<file path="src/rtl/rf_writeback_arb.sv">
// rtl/rf_writeback_arb.sv - GPR write-port arbiter: ALU priority, load FIFO with cancellation, x0 suppression.
// Optional bypass ports to the GPR read side are built when RF_WB_FWD_EN is defined.
module rf_writeback_arb #(
  parameter int DW    = 32,
  parameter int AW    = 5,
  parameter int DEPTH = 4
) (
  input  logic          clk,
  input  logic          rst_n,
  input  logic          alu_valid,
  input  logic [AW-1:0] alu_rd,
  input  logic [DW-1:0] alu_data,
  input  logic          ld_valid,
  output logic          ld_ready,
  input  logic [AW-1:0] ld_rd,
  input  logic [DW-1:0] ld_data,
  output logic          rf_write,
  output logic [AW-1:0] rf_waddr,
  output logic [DW-1:0] rf_wdata,
  output logic          wb_busy
`ifdef RF_WB_FWD_EN
  ,
  input  logic [AW-1:0] fwd_addr1,
  input  logic [AW-1:0] fwd_addr2,
  output logic          fwd_hit1,
  output logic          fwd_hit2,
  output logic [DW-1:0] fwd_data1,
  output logic [DW-1:0] fwd_data2
`endif
);

  localparam int PW = $clog2(DEPTH);
  localparam int CW = PW + 1;

  logic [AW-1:0]    q_rd   [DEPTH];
  logic [DW-1:0]    q_data [DEPTH];
  logic [DEPTH-1:0] q_vld;
  logic [PW-1:0]    head;
  logic [PW-1:0]    tail;
  logic [CW-1:0]    count;

  logic          ld_acc;
  logic          ld_live;
  logic          alu_iss;
  logic          fifo_empty;
  logic          iss;
  logic [AW-1:0] iss_rd;
  logic [DW-1:0] iss_data;
  logic          pop;
  logic          push;

  assign ld_ready   = (count < CW'(DEPTH));
  assign ld_acc     = ld_valid && ld_ready;
  assign ld_live    = ld_acc && (ld_rd != '0);
  assign alu_iss    = alu_valid && (alu_rd != '0);
  assign fifo_empty = (count == '0);
  assign wb_busy    = !fifo_empty || rf_write;

  // An ALU issue is younger than any load seen so far, so a same-cycle load to
  // the same register is dead and never enters the queue.
  always_comb begin
    iss      = 1'b0;
    iss_rd   = alu_rd;
    iss_data = alu_data;
    pop      = 1'b0;
    push     = 1'b0;
    if (alu_iss) begin
      iss  = 1'b1;
      push = ld_live && (ld_rd != alu_rd);
    end else if (!fifo_empty) begin
      pop      = 1'b1;
      iss      = q_vld[head];
      iss_rd   = q_rd[head];
      iss_data = q_data[head];
      push     = ld_live;
    end else if (ld_live) begin
      iss      = 1'b1;
      iss_rd   = ld_rd;
      iss_data = ld_data;
    end
  end

  always_ff @(posedge clk or negedge rst_n) begin
    if (!rst_n) begin
      head  <= '0;
      tail  <= '0;
      count <= '0;
    end else begin
      if (pop)  head <= head + PW'(1);
      if (push) tail <= tail + PW'(1);
      unique case ({push, pop})
        2'b10:   count <= count + CW'(1);
        2'b01:   count <= count - CW'(1);
        default: count <= count;
      endcase
    end
  end

  // Stale entries outside the live window may also get cleared; a push always
  // re-arms its slot, so that is harmless.
  always_ff @(posedge clk or negedge rst_n) begin
    if (!rst_n) begin
      q_vld <= '0;
    end else begin
      for (int i = 0; i < DEPTH; i++) begin
        if (alu_iss && (q_rd[i] == alu_rd)) q_vld[i] <= 1'b0;
      end
      if (push) q_vld[tail] <= 1'b1;
    end
  end

  always_ff @(posedge clk) begin
    if (push) begin
      q_rd[tail]   <= ld_rd;
      q_data[tail] <= ld_data;
    end
  end

  always_ff @(posedge clk or negedge rst_n) begin
    if (!rst_n) begin
      rf_write <= 1'b0;
      rf_waddr <= '0;
      rf_wdata <= '0;
    end else begin
      rf_write <= iss;
      if (iss) begin
        rf_waddr <= iss_rd;
        rf_wdata <= iss_data;
      end
    end
  end

`ifdef RF_WB_FWD_EN
  always_comb begin
    fwd_hit1  = rf_write && (rf_waddr == fwd_addr1) && (fwd_addr1 != '0);
    fwd_hit2  = rf_write && (rf_waddr == fwd_addr2) && (fwd_addr2 != '0);
    fwd_data1 = fwd_hit1 ? rf_wdata : '0;
    fwd_data2 = fwd_hit2 ? rf_wdata : '0;
  end
`endif

endmodule
</file>
<file path="config.mk">
export PLATFORM = sky130hd
export DESIGN_NAME = rf_writeback_arb
export DESIGN_NICKNAME = d
export VERILOG_FILES = /design/src/rtl/rf_writeback_arb.sv
export SDC_FILE = /design/constraint.sdc
export NUM_CORES = 1
export LEC_CHECK = 0
export ABC_AREA = 1
export ABC_CLOCK_PERIOD_IN_PS = 3410
export CAP_MARGIN = 20
export CORE_MARGIN = 4
export CORE_UTILIZATION = 51
export CTS_CLUSTER_SIZE = 12
export DETAILED_ROUTE_END_ITERATION = 16
export PLACE_DENSITY = 0.77
export SLEW_MARGIN = 20
export SYNTH_ARGS = -nofsm -noshare
export SYNTH_HDL_FRONTEND = slang
export SYNTH_SLANG_ARGS = --single-unit
</file>
<file path="constraint.sdc">
create_clock -name clk -period 3.41 [get_ports clk]
set_clock_uncertainty 0.15 [all_clocks]
set_input_delay 0.5115 -clock clk [delete_from_list [all_inputs] [get_ports clk]]
set_output_delay 0.5115 -clock clk [all_outputs]
set_load 0.05 [all_outputs]
</file>
==> flow_summary.ini <==
[synthesis]
synth_nets = 1140
ys_top_cells_by_area = edfxtp_1 (47%), nand2_1 (14%), dfrtp_1 (13%), nor2_1 (6.4%), o21ai_0 (4.1%)
synth_seq_cells = 197
synthTopCellsByCount = nand2_1 (346), nor2_1 (161), edfxtp_1 (148)
syn_inst = 1056
synth_edf_count = 148
synth_cell_type_count = 30
async_reset_ff_share_pct = 24.9
yosysTopAreaCell = edfxtp_1
yosysMostFrequentCell = nand2_1
synthFlopType = edfxtp_1
avgSynthCellArea_um2 = 8.97
ys_warn_count = 0
yosysTopAreaCellShare_pct = 46.9
yosysSeqAreaShare_pct = 59.8
netlist_area_um2 = 9480

[worst_setup_path]
arrival_ns = 2.31
endpoint = wb_busy
cp-startpoint = count[0]$_DFFE_PN0P_
timing.rr.end = rf_wdata[31]$_DFFE_PN0P_
rrSetupSlack_ns = 0.63
worstSetupStartpointType = flop
critPathKind = reg2out
rr_startpoint = count[0]$_DFFE_PN0P_
reg2regPathDepth = 7
crit_path_end_kind = output pin
crit_path_max_fanout = 19
cp.required_ns = 2.75

[power_and_ir_drop]
vdd_ir_drop_max_v = 0.000617
leakage_nw = 4.79
powerDensity_nw_per_um2 = 872
total_power_mw = 10.0

[detailed_routing]
drt-total-wl_mm = 24.0
routedWlPerCell_um = 17.1
via_count = 7483
vias_per_cell = 5.32
drt_iter0_drc = 755
drc_errors = 0
dr.pass1.iters = 5
detail-route-antenna-nets = 0

[grt]
grt_max_degree = 60
overflow = 0
grt_pass1_vias = 7233
grt_pass1_wl_mm = 37.3
grtUsageTotal_pct = 23.3
antenna_found_initial = 0

[floorplan]
die_area_um2 = 20800
die_height_um = 144
io_pins = 118
rows = 49
initial_core_util_pct = 52.2
fp.dieW_um = 144
core_area_um2 = 18100

[sta]
finalSetupViolCount = 0
maxSlewHeadroom_pct = 41.0
worstMarginPinSlew_ns = 0.886
finalHoldViolCount = 0
timing.fmax_mhz = 336
hold_slack_ns = 0.0479
layout_min_cycle_time_ns = 2.97
drv_slew = 0
period_share_pct = 87.2
grt_setup_unrepaired = no

[place]
globalplace.congestion = 0.903
io_buffer_count = 117
dp.cells = 1374
dpl.hpwl_mm = 15.0

[clocking]
clk_pin_slew_ns = 0.07
h-tree-depth = 4
cts_max_path_buffers = 2
cts_hold_buf = 0
ctsRootBufferMaster = clkbuf_16
cts_setup_buffers = 0
cts_resized = 0
clk_latency_ns = 0.43
numCtsBuffers = 17
cts_sinks = 197
cts_tree = done

[cells_and_area]
n_antenna_cell = 0
fin_cells = 1406
drive_above_1_share_pct = 7.39
final_nets = 1248
syn_to_final_growth_pct = 21.4
num-fill-cells = 1423

[job]
drv_cap = 0

[outcome]
status = finished clean

[hold_path]
worstHoldPathType = in2async
## worst max-delay path, stage by stage (launching register included)
cell and delay [ns]:
dfrtp_1 0.44, inv_2 0.10, nand3_2 0.46, buf_4 0.39
or2_2 0.29, buf_4 0.19
## kinds of logic after synthesis
group | Yosys count | synth area share (%)
flip-flops | 197 | 59.8
AND/OR/NAND/NOR | 561 | 23.7
buffers and inverters | 131 | 5.94
AO/OA/AOI/OAI | 139 | 7.57
adder cells (fa/ha/maj) | 6 | 0.872
XOR/XNOR | 22 | 2.03
## how the worst min path moves through the flow
stage	from	end	slack (ns)	cells after the start
floorplan	rst_n	count[0]$_DFFE_PN0P_	0.07	0
detailed placement	rf_wdata[17]$_DFFE_PN0P_	rf_wdata[17]$_DFFE_PN0P_	0.31	2
global route	rst_n	rf_wdata[8]$_DFFE_PN0P_	0.1	1
global placement	rf_wdata[29]$_DFFE_PN0P_	rf_wdata[29]$_DFFE_PN0P_	0.31	2
finish	rst_n	rf_wdata[8]$_DFFE_PN0P_	0.05	1
CTS	rst_n	rf_wdata[8]$_DFFE_PN0P_	0.05	1
## final cells by class
| cell class | count | area (µm²) | share of cell area (%) |
|---|---|---|---|
| Clock buffer | 19 | 433 | 3.76 |
| Clock inverter | 13 | 139 | 1.21 |
| Inverter | 73 | 274 | 2.38 |
| Multi-Input combinational cell | 728 | 3270 | 28.4 |
| Sequential cell | 197 | 5670 | 49.3 |
| Tap cell | 229 | 287 | 2.49 |
| Timing Repair Buffer | 147 | 1430 | 12.4 |
## registers in the layout, summed over array words and instances (netlist names)
| signal | count |
|---|---|
| q_data | 128 |
| rf_wdata | 32 |
| tail | 2 |
| q_vld | 4 |
| head | 2 |
| rf_write | 1 |
| rf_waddr | 5 |
| count | 3 |
| q_rd | 20 |
## cell usage in the layout, fill, tap and decap left out, types with 2 or more instances in the layout
cell type and instances:
clkbuf_1 2, xnor2_1 12, nor2_1 157, nand3_1 32, nand4_1 6, edfxtp_1 148
nand3b_1 5, o21ai_1 21, buf_12 3, dfrtp_1 47, inv_2 11, buf_4 28
o21ai_0 77, a21oi_1 34, clkbuf_16 17, inv_1 62, nand2_1 346, nor2_4 7
clkdlybuf4s50_1 115, bufinv_16 3, clkinv_1 6, dfrtp_2 2, ha_1 5, o211ai_1 4
o21ai_2 3, nand3_2 3, clkinv_2 2, xor2_1 10
## where the power goes
part           switching [mW]  leakage, nW  internal (mW)
Clock                   0.845        0.276           1.14
Sequential              0.323         1.91           3.14
Combinational            3.14         2.60           1.46
Total                    4.30         4.79           5.73
## layer usage
layer / routed length, µm / up-vias / track usage [%]
met3: 1810 / 38 / 4.63
met5: 0 / - / 0
met4: 429 / 0 / 8.35
met1: 10200 / 3469 / 30.9
met2: 11600 / 343 / 38.5
li1: - / 3633 / -
## through the flow
| stage | TNS [ns] | worst slack [ns] | util, % | cell area, µm² |
|---|---|---|---|---|
| after floorplan | -23.61 | -0.160 | - | 9480 |
| final | 0 | 0.436 | 63.4 | 11500 |
| after global routing | 0 | 0.337 | 63.4 | 11500 |
| after global placement | 0 | 0.339 | 60.2 | 10900 |
| after CTS | 0 | 0.436 | 63.4 | 11500 |
| after detailed placement | 0 | 0.224 | 60.2 | 10900 |
Note: power is estimated with default switching activity, not from simulation.
